==> config.mk <==
export PLATFORM = sky130hd
export DESIGN_NAME = uc_reg_loader
export DESIGN_NICKNAME = d
export VERILOG_FILES = /design/src/rtl/uc_reg_loader.sv
export SDC_FILE = /design/constraint.sdc
export NUM_CORES = 1
export LEC_CHECK = 0
export ABC_AREA = 1
export CORE_MARGIN = 4
export CORE_UTILIZATION = 45
export CTS_CLUSTER_DIAMETER = 120
export DETAILED_ROUTE_END_ITERATION = 10
export HOLD_SLACK_MARGIN = 0.06
export MAX_ROUTING_LAYER = met4
export PLACE_DENSITY = 0.76
export SLEW_MARGIN = 15
export SYNTH_ARGS = -nofsm -noshare
export SYNTH_HDL_FRONTEND = slang
export SYNTH_SLANG_ARGS = --single-unit
==> constraint.sdc <==
create_clock -name CLK -period 1.5 [get_ports CLK]
set_input_delay 0.3 -clock CLK [delete_from_list [all_inputs] [get_ports CLK]]
set_output_delay 0.3 -clock CLK [all_outputs]
set_load 0.01 [all_outputs]
==> src/rtl/uc_reg_loader.sv <==
// -----------------------------------------------------------------------------
// uc_reg_loader
//
// Purpose
//   Receives configuration frames from a microcontroller over a slow,
//   CLK-asynchronous serial link (CS_N / SCK / MOSI) and commits them
//   atomically into one of two register banks that feed a downstream
//   generator:
//     - DYNREG  (SIZESRDYN bits)  : selector bit 0
//     - STATREG (SIZESRSTAT bits) : selector bit 1
//   Frame on the wire, MSB first, one bit per SCK rising edge:
//     selector, payload[W-1:0] (, even-parity bit)
//   A frame is only committed if it carries exactly the expected number of
//   bits (and correct parity when enabled). Anything else is discarded with a
//   FRAME_ERR pulse. A commit is held off while HOLD is high.
//
// Configuration macro
//   UC_LOADER_PARITY_CHECK_EN : when defined, every frame ends with an even
//   parity bit covering selector + payload; a wrong parity discards the
//   frame. When undefined, frames are 1 + payload bits long, no parity.
//
// Parameters
//   SIZESRDYN   : dynamic register width (default 16)
//   SIZESRSTAT  : static register width (default 88)
//   SYNC_STAGES : synchronizer depth for the uC inputs (>= 2)
//
// Ports
//   CLK        in   system clock, rising edge
//   RST_N      in   asynchronous active-low reset
//   UC_CS_N    in   uC frame select, active low, asynchronous
//   UC_SCK     in   uC serial clock, asynchronous
//   UC_MOSI    in   uC serial data
//   HOLD       in   downstream busy; blocks committing
//   DYNREG     out  committed dynamic word
//   STATREG    out  committed static word
//   DYN_VALID  out  set after the first dynamic commit
//   STAT_VALID out  set after the first static commit
//   LOAD_DONE  out  one-cycle pulse per commit
//   FRAME_ERR  out  one-cycle pulse per discarded frame
//   BUSY       out  high whenever the FSM is not IDLE
//   FSM_STATE  out  debug view of the FSM state register
//                   (0 IDLE, 1 SEL, 2 SHIFT, 3 CHECK, 4 PENDING)
//
// Commit contract
//   HOLD works as an inverted "ready" from the consumer: a frame that passed
//   CHECK is held (state PENDING, payload frozen in the shift register) until
//   the first cycle in which HOLD is low; in that cycle the target register,
//   its VALID flag and LOAD_DONE are all written on the same clock edge, so
//   the consumer never observes a partially updated word.
// -----------------------------------------------------------------------------
module uc_reg_loader #(
  parameter int SIZESRDYN   = 16,
  parameter int SIZESRSTAT  = 88,
  parameter int SYNC_STAGES = 2
) (
  input  logic                  CLK,
  input  logic                  RST_N,
  input  logic                  UC_CS_N,
  input  logic                  UC_SCK,
  input  logic                  UC_MOSI,
  input  logic                  HOLD,
  output logic [SIZESRDYN-1:0]  DYNREG,
  output logic [SIZESRSTAT-1:0] STATREG,
  output logic                  DYN_VALID,
  output logic                  STAT_VALID,
  output logic                  LOAD_DONE,
  output logic                  FRAME_ERR,
  output logic                  BUSY,
  output logic [2:0]            FSM_STATE
);

`ifdef UC_LOADER_PARITY_CHECK_EN
  localparam int PAR = 1;
`else
  localparam int PAR = 0;
`endif

  localparam int MAXW    = (SIZESRSTAT > SIZESRDYN) ? SIZESRSTAT : SIZESRDYN;
  // Shift register holds payload plus the optional parity bit (LSB).
  localparam int SHW     = MAXW + PAR;
  localparam int MAX_LEN = 1 + MAXW + PAR;
  // Counter must be able to exceed the longest legal frame so that an
  // overlong frame never aliases onto a legal length.
  localparam int CNT_W   = $clog2(MAX_LEN + 2);

  localparam logic [CNT_W-1:0] DYN_LEN  = CNT_W'(1 + SIZESRDYN + PAR);
  localparam logic [CNT_W-1:0] STAT_LEN = CNT_W'(1 + SIZESRSTAT + PAR);
  localparam logic [CNT_W-1:0] CNT_MAX  = {CNT_W{1'b1}};

  typedef enum logic [2:0] {
    S_IDLE    = 3'd0,
    S_SEL     = 3'd1,
    S_SHIFT   = 3'd2,
    S_CHECK   = 3'd3,
    S_PENDING = 3'd4
  } state_t;

  // ---------------------------------------------------------------------------
  // Input synchronizers and edge detection
  // ---------------------------------------------------------------------------
  logic [SYNC_STAGES-1:0] cs_sync_q;
  logic [SYNC_STAGES-1:0] sck_sync_q;
  logic [SYNC_STAGES-1:0] mosi_sync_q;
  logic                   cs_prev_q;
  logic                   sck_prev_q;

  logic cs_s;
  logic sck_s;
  logic mosi_s;
  logic cs_fall;
  logic cs_rise;
  logic sck_rise;

  always_ff @(posedge CLK or negedge RST_N) begin
    if (!RST_N) begin
      cs_sync_q   <= '0;
      sck_sync_q  <= '0;
      mosi_sync_q <= '0;
      cs_prev_q   <= 1'b0;
      sck_prev_q  <= 1'b0;
    end else begin
      cs_sync_q   <= {cs_sync_q[SYNC_STAGES-2:0], UC_CS_N};
      sck_sync_q  <= {sck_sync_q[SYNC_STAGES-2:0], UC_SCK};
      mosi_sync_q <= {mosi_sync_q[SYNC_STAGES-2:0], UC_MOSI};
      cs_prev_q   <= cs_s;
      sck_prev_q  <= sck_s;
    end
  end

  assign cs_s   = cs_sync_q[SYNC_STAGES-1];
  assign sck_s  = sck_sync_q[SYNC_STAGES-1];
  // MOSI goes through the same depth as SCK, so on a detected SCK rise the
  // synchronized MOSI is the bit the uC set up before that rise.
  assign mosi_s = mosi_sync_q[SYNC_STAGES-1];

  // The edge history resets to 0, so a falling CS_N edge can only be seen
  // after CS_N has been observed high following reset release. A frame that
  // was in flight across reset is therefore ignored until it ends.
  assign cs_fall  = cs_prev_q & ~cs_s;
  assign cs_rise  = ~cs_prev_q & cs_s;
  assign sck_rise = ~sck_prev_q & sck_s;

  // ---------------------------------------------------------------------------
  // Frame capture registers
  // ---------------------------------------------------------------------------
  state_t           state_q, state_d;
  logic             sel_q, sel_d;
  logic [CNT_W-1:0] cnt_q, cnt_d;
  logic             par_q, par_d;
  logic [SHW-1:0]   shreg_q, shreg_d;

  logic [SIZESRDYN-1:0]  dynreg_q, dynreg_d;
  logic [SIZESRSTAT-1:0] statreg_q, statreg_d;
  logic                  dyn_valid_q, dyn_valid_d;
  logic                  stat_valid_q, stat_valid_d;
  logic                  load_done_q, load_done_d;
  logic                  frame_err_q, frame_err_d;

  logic len_ok;
  logic parity_ok;
  logic frame_ok;

  // cnt_q counts every bit of the frame, selector and parity included.
  assign len_ok = (cnt_q == (sel_q ? STAT_LEN : DYN_LEN));

`ifdef UC_LOADER_PARITY_CHECK_EN
  // par_q is the XOR of every received bit; even parity leaves it at 0.
  assign parity_ok = ~par_q;
`else
  assign parity_ok = 1'b1;
`endif

  assign frame_ok = len_ok & parity_ok;

  // ---------------------------------------------------------------------------
  // FSM: state register
  // ---------------------------------------------------------------------------
  always_ff @(posedge CLK or negedge RST_N) begin
    if (!RST_N) begin
      state_q <= S_IDLE;
    end else begin
      state_q <= state_d;
    end
  end

  // ---------------------------------------------------------------------------
  // FSM: next-state logic
  // ---------------------------------------------------------------------------
  always_comb begin
    state_d = state_q;
    case (state_q)
      S_IDLE: begin
        if (cs_fall) state_d = S_SEL;
      end
      S_SEL: begin
        // A CS_N rise wins over a coincident SCK rise: the frame is over.
        if (cs_rise)       state_d = S_CHECK;
        else if (sck_rise) state_d = S_SHIFT;
      end
      S_SHIFT: begin
        if (cs_rise) state_d = S_CHECK;
      end
      S_CHECK: begin
        if (frame_ok && HOLD) state_d = S_PENDING;
        else                  state_d = S_IDLE;
      end
      S_PENDING: begin
        // CS_N and SCK activity is deliberately not looked at here.
        if (!HOLD) state_d = S_IDLE;
      end
      default: state_d = S_IDLE;
    endcase
  end

  // ---------------------------------------------------------------------------
  // FSM: output logic
  // ---------------------------------------------------------------------------
  logic commit;
  logic discard;
  logic busy;

  always_comb begin
    commit  = 1'b0;
    discard = 1'b0;
    busy    = (state_q != S_IDLE);
    case (state_q)
      S_CHECK: begin
        commit  = frame_ok & ~HOLD;
        discard = ~frame_ok;
      end
      S_PENDING: begin
        commit  = ~HOLD;
      end
      default: begin
        commit  = 1'b0;
        discard = 1'b0;
      end
    endcase
  end

  // ---------------------------------------------------------------------------
  // Datapath next-state
  // ---------------------------------------------------------------------------
  always_comb begin
    sel_d        = sel_q;
    cnt_d        = cnt_q;
    par_d        = par_q;
    shreg_d      = shreg_q;
    dynreg_d     = dynreg_q;
    statreg_d    = statreg_q;
    dyn_valid_d  = dyn_valid_q;
    stat_valid_d = stat_valid_q;
    load_done_d  = commit;
    frame_err_d  = discard;

    case (state_q)
      S_IDLE: begin
        if (cs_fall) begin
          sel_d   = 1'b0;
          cnt_d   = '0;
          par_d   = 1'b0;
          shreg_d = '0;
        end
      end
      S_SEL: begin
        if (sck_rise && !cs_rise) begin
          sel_d = mosi_s;
          cnt_d = CNT_W'(1);
          par_d = mosi_s;
        end
      end
      S_SHIFT: begin
        if (sck_rise && !cs_rise) begin
          shreg_d = {shreg_q[SHW-2:0], mosi_s};
          par_d   = par_q ^ mosi_s;
          if (cnt_q != CNT_MAX) cnt_d = cnt_q + CNT_W'(1);
        end
      end
      default: begin
        sel_d = sel_q;
      end
    endcase

    // The payload sits right above the optional parity bit.
    if (commit) begin
      if (sel_q) begin
        statreg_d    = shreg_q[PAR +: SIZESRSTAT];
        stat_valid_d = 1'b1;
      end else begin
        dynreg_d     = shreg_q[PAR +: SIZESRDYN];
        dyn_valid_d  = 1'b1;
      end
    end
  end

  // ---------------------------------------------------------------------------
  // Datapath registers
  // ---------------------------------------------------------------------------
  always_ff @(posedge CLK or negedge RST_N) begin
    if (!RST_N) begin
      sel_q        <= 1'b0;
      cnt_q        <= '0;
      par_q        <= 1'b0;
      shreg_q      <= '0;
      dynreg_q     <= '0;
      statreg_q    <= '0;
      dyn_valid_q  <= 1'b0;
      stat_valid_q <= 1'b0;
      load_done_q  <= 1'b0;
      frame_err_q  <= 1'b0;
    end else begin
      sel_q        <= sel_d;
      cnt_q        <= cnt_d;
      par_q        <= par_d;
      shreg_q      <= shreg_d;
      dynreg_q     <= dynreg_d;
      statreg_q    <= statreg_d;
      dyn_valid_q  <= dyn_valid_d;
      stat_valid_q <= stat_valid_d;
      load_done_q  <= load_done_d;
      frame_err_q  <= frame_err_d;
    end
  end

  assign DYNREG     = dynreg_q;
  assign STATREG    = statreg_q;
  assign DYN_VALID  = dyn_valid_q;
  assign STAT_VALID = stat_valid_q;
  assign LOAD_DONE  = load_done_q;
  assign FRAME_ERR  = frame_err_q;
  assign BUSY       = busy;
  assign FSM_STATE  = state_q;

endmodule

# == Word-level counts from Yosys, hierarchy flattened ==
# Index checks and enable logic that the tools add are counted.
# totals
inputBits,6
reg_bits,215
# op_classes
eq_ne,13
n_bitwise,10
muxes,21
reduce_logical,14
addsub,1
# ops
operator,n
2-to-1 mux 88 bit,2
one-hot mux 88 bit (2 select lines),1
2-to-1 mux 7 bit,5
one-hot mux 7 bit (3 select lines),1
2-to-1 mux 3 bit,6
one-hot mux 3 bit (5 select lines),1
inequality test 2 bit (second input constant),6
adder 7 x 1 -> 7 bit (second input constant),1
== test 7 bit,1
inequality test 7 bit (second input constant),1
== test 3 x 2 -> 1 bit (second input constant),2
NOT 1 bit,6
AND reduction 3 bit,2
nonzero test 3 bit,2
AND reduction 5 bit,1
bitwise AND 1 bit,4
one-hot mux 1 bit (2 select lines),2
AND reduction 2 bit,2
AND reduction 4 bit,1
nonzero test 2 bit,2
== test 3 x 1 -> 1 bit (second input constant),1
== test 3 bit (second input constant),1
logical NOT 3 bit,1
2-to-1 mux 1 bit,3
3 further kinds,4

# == Longest topological paths before layout ==
# Gate-level depths: netlist (run 1).
# logic_depth
ltp_word,6
ltp_mapped,11

# == Worst setup path before layout (run 1) ==
# No wires, ideal clock.
# synth_timing
path_kind,reg2reg
from,register cnt_q[1]
to,"register statreg_q[78], in the netlist STATREG[78]"
setup_time_ns,0.117
period_less_slack_ns,1.578
path_stages_with_launch,12
arrival_ns,1.461
t_required_ns,1.383
slack_ns,-0.078
path_cell_list,dfrtp_1 > inv_1 > ha_1 > nand2_1 > nor2_1 > nand3_1 > nand2_1 > nand3_4 > buf_6 > buf_6 > nand2_1 > nand2_1
# synth_between
elab_chain_cells,4
# synth_lines
item,line_no,source
from (decl),148,"logic [CNT_W-1:0] cnt_q, cnt_d;"
from (signal assigned),313,cnt_q <= cnt_d;
== test 7 bit,164,assign len_ok = (cnt_q == (sel_q ? STAT_LEN : DYN_LEN));
bitwise AND 1 bit,228,commit = frame_ok & ~HOLD;
one-hot mux 1 bit (2 select lines),226,case (state_q)
AND reduction 2 bit (no line),-,
to (signal assigned),317,statreg_q <= statreg_d;
to (decl),153,"logic [SIZESRSTAT-1:0] statreg_q, statreg_d;"
# No other way between the ends.
# A chain may end at the register's enable or synchronous reset.

# == Worst setup path in the final report (run 1) ==
# layout_timing
from,"register state_q[0], in the netlist FSM_STATE[0]"
to,"register statreg_q[67], in the netlist STATREG[67]"
# layout_between
elab_chain_cells,3
word_cells_on_any_way,4
cone_classes,2 x eq/ne; 1 x mux; 1 x reduce/logical
# layout_lines
item,line_no,source
from (decl),146,"state_t state_q, state_d;"
from (signal assigned),182,state_q <= state_d;
== test 3 bit / == test 3 x 2 -> 1 bit (equally long branches),226,
one-hot mux 1 bit (2 select lines) *,226,
AND reduction 2 bit (no line) *,-,
# Mark *: on every way between the ends. The rest lies on a longest branch, timed or not.

==> flow_metrics.py, run 1 <==
metrics = {
    "place": {
        "io_buffers": 117,
        "placed_cell_area_mm2": 0.0105,
        "dp_hpwl_mm": 13.3,
        "place.gp.congestion": 0.811,
        "dp.cells": 1347,
    },
    "clock_tree": {
        "cts_buffer_depth": 3,
        "cts_made_buffers": 22,
        "clk_pin_slew_ps": 70,
        "cts_tree": "yes",
        "cts_sinks": 215,
        "insertion_delay_ps": 500,
        "cts-root-buf": "clkbuf_16",
        "htreeDepth": 1,
    },
    "setup_path": {
        "crit_type": "reg2reg",
        "r2r_start": "FSM_STATE[0]",
        "startpoint_type": "flop",
        "cp-end-kind": "flop",
        "worstPathRequired_ps": 1890,
        "crit_fanout": 39,
        "cp-startpoint": "FSM_STATE[0]",
        "ff2ff_path_depth": 9,
        "regToRegSetupSlack_ps": -250,
        "cp.arrival_ps": 2140,
        "r2r_end": "STATREG[67]",
    },
    "yosys": {
        "synthCells": 973,
        "syn_area_mm2": 0.00866,
        "syn-num-nets": 981,
        "ys_seq_elements": 215,
        "avgSynthCellArea_um2": 8.90,
        "synth_cell_type_count": 26,
        "ys_seq_area_share_pct": 62.1,
        "yosysWarnings": 0,
    },
    "sta": {
        "finClkSkew_ps": 23.3,
        "rsz0062_at_grt": "yes",
        "worst_hold_slack_ps": 239,
        "setup_ws_ps": -254,
        "setup_violations": 204,
        "finalHoldViolCount": 0,
        "fin_crit_ps": 1750,
        "finalCritPeriodShare_pct": 117,
        "drv_slew": 0,
        "slew_headroom_pct": 65.7,
        "tightest_slew_ps": 514,
        "fmax_mhz": 570,
    },
    "detailed_routing": {
        "drt-vias-per-instance": 5.37,
        "drc": 0,
        "routed_wl_mm": 25.8,
        "drtIter0Drc": 535,
        "drt_first_pass_iters": 5,
        "vias": 7704,
        "ant_nets": 0,
        "routedWlPerCell_um": 18.0,
    },
    "power_and_ir_drop": {
        "p_per_area_mw_per_mm2": 1370,
        "vdd_drop_max_mv": 0.970,
        "power_mw": 17.6,
        "leakage_nw": 6.85,
    },
    "finish": {
        "drive_gt1_share_pct": 27.3,
        "mostFrequentLayoutCells": "nand2_1 (346), dfrtp_1 (212), nand3_1 (138), nand3_2 (66), clkdlybuf4s15_1 (63)",
        "synthToLayoutAreaGrowth_pct": 47.4,
        "fillCellCount": 1336,
        "diodes": 0,
        "final_util_pct": 67.8,
        "layout_commonest_cell": "nand2_1",
        "final_cells": 1434,
        "final_nets": 1170,
        "design_area_mm2": 0.0128,
    },
    "die": {
        "dieArea_mm2": 0.0215,
        "initial_core_util_pct": 46.0,
        "die_height_um": 147,
        "core-area_mm2": 0.0188,
        "ioPinCount": 118,
        "die_w_um": 147,
        "row_count": 50,
    },
    "grt": {
        "antenna_found_initial": 0,
        "grt_usage_pct": 20.3,
        "grt_pass1_vias": 7003,
        "gr-total-overflow": 0,
        "grt_pass1_wl_mm": 35.7,
        "grt_max_degree": 55,
    },
    "job": {
        "maxCapViolCount": 0,
    },
    "hold_path": {
        "hp-class": "in2reg",
        "whs_path_depth": 1,
        "min_from": "UC_CS_N",
        "whs_endpoint": "cs_sync_q[0]",
    },
    "run_status": {
        "violations": "negative setup slack",
        "status": "complete, but fails checks",
    },
}
-- synth_stat cells --
library cell / number / share of area (%)
nand2_1: 432 / 19
dfrtp_1: 215 / 62
nand3_1: 207 / 12
clkbuf_1: 30 / 1.3
inv_1: 18 / 0.78
buf_2: 17 / 0.98
nor2_1: 12 / 0.52
buf_4: 7 / 0.61
o21ai_0: 6 / 0.35
buf_6: 4 / 0.52
inv_2: 4 / 0.17
nand4_1: 3 / 0.22
ha_1: 2 / 0.29
nand3_2: 2 / 0.23
nor3_1: 2 / 0.12
xor2_1: 2 / 0.20
a21boi_0: 1 / 0.087
a21o_1: 1 / 0.087
a21oi_1: 1 / 0.058
a31oi_1: 1 / 0.072
buf_1: 1 / 0.043
clkinv_1: 1 / 0.043
nand2_4: 1 / 0.13
nand3_4: 1 / 0.20
nor2_2: 1 / 0.072
nor2_4: 1 / 0.13
-- per-stage QoR --
| step | TNS [ps] | setup slack, ps |
|---|---|---|
| after floorplan | -86.2 | -9.57 |
| after global placement | -10280 | -125 |
| after detailed placement | -14230 | -169 |
| after CTS | -9360 | -132 |
| after global routing | -32740 | -302 |
| final | -22660 | -254 |
-- cells by family (layout without fill, tap and decap cells) --
family | Yosys count | count (layout) | synth area share (%)
compound gates | 10 | 10 | 0.650
flops | 215 | 215 | 62.1
xor+xnor | 2 | 2 | 0.202
simple gates | 662 | 663 | 32.3
fa+ha+maj | 2 | 2 | 0.289
buf+inv | 82 | 282 | 4.45
-- registers in the layout, summed over array words and instances (netlist names) --
name and count:
DYNREG 16, FSM_STATE 3, DYN_VALID 1, STAT_VALID 1, shreg_q 88, cnt_q 7, cs_prev_q 1, sel_q 1
sck_sync_q 2, STATREG 88, LOAD_DONE 1, cs_sync_q 2, mosi_sync_q 2, FRAME_ERR 1, sck_prev_q 1
-- critical path, cell delays in order (launching register included) --
cell     delay [ps]
dfrtp_1         410
buf_6           140
nand2_1          90
nor2_2          180
nand3_2         120
nand2_2         120
nand3_4         130
buf_12          210
nand2_1         120
nand2_1          90
-- power breakdown --
group | total [mW] | internal, mW | switching, mW
sequential | 5.98 | 5.90 | 0.0824
combinational | 6.40 | 2.96 | 3.43
clock | 5.17 | 3.01 | 2.16
-- metal layers --
metal / track usage, % / wire, um
met2: 32.5 / 13100
met1: 27.6 / 10400
met3: 2.90 / 1570
met5: - / 0
met4: 5.22 / 734
-- worst max-delay path by stage --
stage	endpoint	slack, ps
2_1_floorplan	STATREG[78]	-10
3_3_place_gp	STATREG[86]	-130
3_5_place_dp	STATREG[59]	-170
4_1_cts	STATREG[59]	-130
5_1_grt	STATREG[67]	-300
6_report	STATREG[67]	-250
-- repair_timing --
| item | in CTS | in global routing |
|---|---|---|
| resized for setup | 170 | 263 |
| pin swaps | 4 | 81 |
| buffers inserted | 6 | 20 |
| setup endpoints to repair | 310 | 251 |
| endpoints found under the hold margin | 44 | 0 |
| cloned | 0 | 26 |
| hold buffers | 1 | 0 |
-- area by class of cell --
| cell class | instances | area, um2 | share of cell area (%) |
|---|---|---|---|
| repair buffers | 223 | 2590 | 20.3 |
| flip-flops and latches | 215 | 5390 | 42.2 |
| inverters | 23 | 96.3 | 0.754 |
| multi-input cells | 677 | 3700 | 29.0 |
| well taps | 260 | 325 | 2.55 |
| clock inverters | 4 | 45.0 | 0.353 |
| clock buffers | 32 | 619 | 4.85 |
No activity file was read; power rests on OpenSTA's default activity.
==> run 2: changes to the inputs <==
- SKIP_CTS_REPAIR_TIMING: default -> 1
==> flow_metrics.py, run 2 (synthesis gave the netlist of run 1 again) <==
metrics = {
    "run_status": {
        "status": "complete, but fails checks",
        "violations": "negative setup slack",
    },
    "sta": {
        "tightest_slew_ps": 554,
        "finalSetupTns_ps": -21460,
        "setup_violations": 148,
        "setup_ws_ps": -261,
        "slew_headroom_pct": 63.1,
        "fin_crit_ps": 1760,
        "finalCritPeriodShare_pct": 117,
        "fmax_mhz": 568,
        "finClkSkew_ps": 22.7,
        "finalHoldViolCount": 0,
        "rsz0062_at_grt": "yes",
        "drv_slew": 0,
    },
    "die": {
        "dieArea_mm2": 0.0215,
        "die_height_um": 147,
        "die_w_um": 147,
        "core-area_mm2": 0.0188,
        "ioPinCount": 118,
        "initial_core_util_pct": 46.0,
        "row_count": 50,
    },
    "clock_tree": {
        "cts_buffer_depth": 3,
        "htreeDepth": 1,
        "clk_pin_slew_ps": 60,
        "cts_sinks": 215,
        "cts-root-buf": "clkbuf_16",
        "cts_made_buffers": 22,
        "insertion_delay_ps": 510,
        "cts_tree": "yes",
    },
    "finish": {
        "diodes": 0,
        "drive_gt1_share_pct": 26.8,
        "layout_commonest_cell": "nand2_1",
        "final_nets": 1170,
        "mostFrequentLayoutCells": "nand2_1 (316), dfrtp_1 (211), nand3_1 (169), dlymetal6s2s_1 (109), nand2_2 (98)",
        "design_area_mm2": 0.0131,
        "synthToLayoutAreaGrowth_pct": 50.9,
        "final_cells": 1434,
        "final_util_pct": 69.4,
    },
    "place": {
        "place_ws_ps": -169,
        "io_buffers": 117,
        "dp_hpwl_mm": 13.3,
        "place.gp.congestion": 0.811,
        "placed_cell_area_mm2": 0.0105,
        "dp.cells": 1347,
    },
    "setup_path": {
        "crit_type": "reg2reg",
        "worstPathRequired_ps": 1920,
        "cp.arrival_ps": 2180,
        "startpoint_type": "flop",
        "crit_fanout": 8,
        "cp-end-kind": "flop",
    },
    "detailed_routing": {
        "ant_nets": 0,
        "routed_wl_mm": 27.4,
        "drt_first_pass_iters": 6,
        "routedWlPerCell_um": 19.1,
        "vias": 7843,
        "drt-vias-per-instance": 5.47,
        "drtIter0Drc": 693,
        "drc": 0,
    },
    "job": {
        "maxCapViolCount": 0,
    },
    "grt": {
        "grt_usage_pct": 20.0,
        "gr-total-overflow": 0,
        "grt_pass1_vias": 6941,
        "grt_max_degree": 55,
        "antenna_found_initial": 0,
        "grt_pass1_wl_mm": 35.3,
    },
    "power_and_ir_drop": {
        "p_per_area_mw_per_mm2": 1230,
        "leakage_nw": 8.55,
        "vdd_drop_max_mv": 0.775,
    },
    "hold_path": {
        "hp-class": "in2reg",
    },
}
[run 2: stage by stage]
stage | total power, mW | hold WS (ps)
final | 16.0 | 243
after global routing | 16.6 | 233
after CTS | 14.2 | -258
after detailed placement | 9.03 | 263
after global placement | 9.01 | 267
after floorplan | 7.66 | 4.41
[run 2: layout make-up]
cell class / instances / area, um2
clock inverter: 4 / 45.0
inverter: 23 / 88.8
sequential: 215 / 5390
tap: 260 / 325
timing repair buffer: 223 / 3050
fill: 1256 / 5760
clock buffer: 32 / 619
multi-input combinational: 677 / 3550
[run 2: power breakdown]
group	switching (mW)	total, mW	internal, mW
Combinational	2.76	4.85	2.09
Sequential	0.0931	5.99	5.90
Clock	2.18	5.20	3.02
[run 2: routing by layer]
layer  vias up  share of wire [%]  wire, um  track usage (%)
li1       3520                  -         -                -
met4         0                3.1       860             5.22
met5         -                  0         0                -
met1      3906                 40     10900             27.3
met2       333                 50     13800             32.0
met3        84                6.5      1800             2.78
[run 2: critical path, cell delays in order, from the launching register on]
cell and delay, ps:
dfrtp_1 380, inv_1 70, ha_2 160, nand2_2 60, nor2_4 140, nand4_1 170, nand2_4 180, buf_6 150
clkbuf_16 160, nand3_1 90, nand2_1 110
[run 2: path summary, 6_finish.rpt]
kind	startpoint	endpoint	slack (ps)	depth (start not counted)
setup / recovery	cnt_q[1]	STATREG[13]	-260	10
hold / removal	UC_MOSI	mosi_sync_q[0]	240	1
setup reg to reg	cnt_q[1]	STATREG[13]	-260	10
hold reg to reg	cs_sync_q[0]	cs_sync_q[1]	350	0
max in group asynchronous	RST_N	shreg_q[57]	570	3
min in group asynchronous	RST_N	STATREG[10]	330	2
==> run 3: changes to the inputs <==
- ABC_AREA: 1 -> default
- PLACE_DENSITY: 0.76 -> 0.77
==> flow_metrics.py, run 3 <==
metrics = {
    "place": {
        "place_ws_ps": -382,
        "dp.cells": 885,
        "place.gp.congestion": 0.911,
        "io_buffers": 117,
        "dp_hpwl_mm": 11.1,
    },
    "die": {
        "initial_core_util_pct": 46.2,
        "die_height_um": 142,
        "dieArea_mm2": 0.0201,
        "row_count": 48,
        "ioPinCount": 118,
        "core-area_mm2": 0.0174,
        "die_w_um": 142,
    },
    "yosys": {
        "synth_area_leaders": "dfrtp_1 (67%), mux2_2 (14%), a22o_1 (9.6%), mux2_4 (1.7%), buf_2 (1.3%)",
        "ys_seq_elements": 215,
        "synth_cell_type_count": 40,
        "syn-num-nets": 530,
        "synth_most_common_cell": "dfrtp_1",
        "ys_seq_area_share_pct": 66.8,
        "ys_top_cells_by_count": "dfrtp_1 (215), mux2_2 (97), a22o_1 (88), buf_2 (21), clkbuf_1 (11)",
        "avgSynthCellArea_um2": 15.4,
        "yosysWarnings": 0,
        "synth_edf_count": 0,
        "synthCells": 522,
        "syn_area_mm2": 0.00805,
        "yosysTopAreaCell": "dfrtp_1",
        "synth_top_flop_cell": "dfrtp_1",
        "netlist.area_leader.share_pct": 66.8,
        "ys_async_sr_fraction_pct": 100,
    },
    "sta": {
        "drv_slew": 0,
        "finClkSkew_ps": 14.2,
        "tightest_slew_ps": 347,
        "finalCritPeriodShare_pct": 126,
        "finalHoldViolCount": 0,
        "setup_ws_ps": -388,
        "fmax_mhz": 530,
        "rsz0062_at_grt": "yes",
        "setup_violations": 207,
        "finalSetupTns_ps": -63960,
        "fin_crit_ps": 1890,
        "worst_hold_slack_ps": 244,
        "slew_headroom_pct": 76.9,
    },
    "detailed_routing": {
        "drtIter0Drc": 309,
        "drt-met1-wl_mm": 8.04,
        "wl_met3_um": 998,
        "highest_layer": "met4",
        "drt-vias-per-instance": 5.46,
        "wl_met2_mm": 9.92,
        "routed_wl_mm": 19.3,
        "drt_first_pass_iters": 6,
        "routedWlPerCell_um": 20.2,
        "vias": 5215,
        "drc": 0,
        "ant_nets": 0,
    },
    "power_and_ir_drop": {
        "vdd_drop_max_mv": 0.867,
        "leakage_nw": 7.54,
        "pwr-share-seq_pct": 43.3,
        "pwr-share-clk_pct": 42.3,
        "power_mw": 13.8,
        "intPower_mw": 10.6,
        "p_comb_share_pct": 14.4,
        "swShare_pct": 23.6,
        "p_per_area_mw_per_mm2": 1190,
        "power.switching_mw": 3.26,
    },
    "clock_tree": {
        "insertion_delay_ps": 490,
        "htreeDepth": 1,
        "clk_pin_slew_ps": 60,
        "cts-root-buf": "clkbuf_16",
        "cts_tree": "yes",
        "cts_buffer_depth": 3,
        "cts_made_buffers": 23,
        "cts_sinks": 215,
    },
    "finish": {
        "final_cells": 955,
        "regArea_mm2": 0.00538,
        "synthToLayoutAreaGrowth_pct": 44.9,
        "final_nets": 724,
        "multiInputGateArea_mm2": 0.00260,
        "mostFrequentLayoutCells": "dfrtp_1 (214), dlymetal6s2s_1 (108), mux2_2 (95), a22o_1 (88), buf_4 (39)",
        "layout_commonest_cell": "dfrtp_1",
        "diodes": 0,
        "drive_gt1_share_pct": 34.8,
        "fillCellCount": 1142,
    },
    "setup_path": {
        "worstPathRequired_ps": 1870,
        "crit_fanout": 17,
        "cp.arrival_ps": 2260,
        "cp-end-kind": "flop",
        "startpoint_type": "flop",
        "crit_type": "reg2reg",
    },
    "grt": {
        "grt_max_degree": 52,
        "gr-total-overflow": 0,
        "grt_pass1_wl_mm": 28.1,
        "grt_usage_pct": 17.5,
        "antenna_found_initial": 0,
        "grt_pass1_vias": 5375,
    },
    "run_status": {
        "status": "complete, but fails checks",
        "violations": "negative setup slack",
    },
    "job": {
        "maxCapViolCount": 0,
    },
    "hold_path": {
        "hp-class": "in2reg",
    },
}
run 3: cell count changes in the layout (fill, tap and decap cells not counted), moves of 19 or more:
cell,previous run,this run
a22o_1,0,88
nand3_1,169,5
nand2_2,98,0
nand2_1,316,3
mux2_2,0,95
nand2_4,19,0
nand3_2,36,1
run 3: cell type report:
type                            instances  area share, %
Inverter                                6          0.193
Timing Repair Buffer                  203           22.1
Tap cell                              225           2.41
Sequential cell                       215           46.1
Clock inverter                         10           1.43
Multi-Input combinational cell        267           22.3
Clock buffer                           29           5.39
run 3: cell families after synthesis:
kind of cell	after synthesis	synth area share, %
multiplexers	106	15.2
AND/OR/NAND/NOR	44	3.20
flip-flops	215	66.8
adder cells (fa/ha/maj)	2	0.311
AO/OA/AOI/OAI	115	12.0
buffers and inverters	40	2.38
run 3: power by group through the flow:
stage          sequential (mW)  clock, mW  combinational, mW
6_report                  5.99       5.85               1.99
3_3_place_gp              6.08          0               1.41
2_1_floorplan             6.11          0              0.842
3_5_place_dp              6.09          0               1.45
5_1_grt                   5.99       6.26               2.13
4_1_cts                   5.98       5.97               1.47
run 3: routing by layer:
| metal | vias to the layer above | global-route usage, % |
|---|---|---|
| met2 | 149 | 28.5 |
| met1 | 2714 | 23.2 |
| met4 | 0 | 4.19 |
| li1 | 2322 | - |
| met3 | 30 | 2.80 |
| met5 | - | - |
run 3: final timing paths:
path                            slack [ps]      startpoint  cells after the start             end
worst min-delay path                   240          UC_SCK                      1   sck_sync_q[0]
worst max-delay path                  -390        cnt_q[6]                      6      DYNREG[14]
worst min register to register         360  mosi_sync_q[0]                      0  mosi_sync_q[1]
min in group asynchronous              290           RST_N                      2     STATREG[13]
max in group asynchronous              640           RST_N                      3     shreg_q[64]
worst max register to register        -390        cnt_q[6]                      6      DYNREG[14]
run 3: through the flow:
stage          cell area [um2]  util, %
2_1_floorplan             8220        -
3_3_place_gp             10000     57.4
3_5_place_dp             10000     57.4
4_1_cts                  10800     62.0
5_1_grt                  11700     67.0
6_report                 11700     67.0
run 3: worst max-delay path, cell delays in order (launching register included):
cell	delay, ps
dfrtp_1	380
or3_4	410
a211oi_4	280
buf_4	180
o21ai_2	70
buf_12	160
mux2_2	300
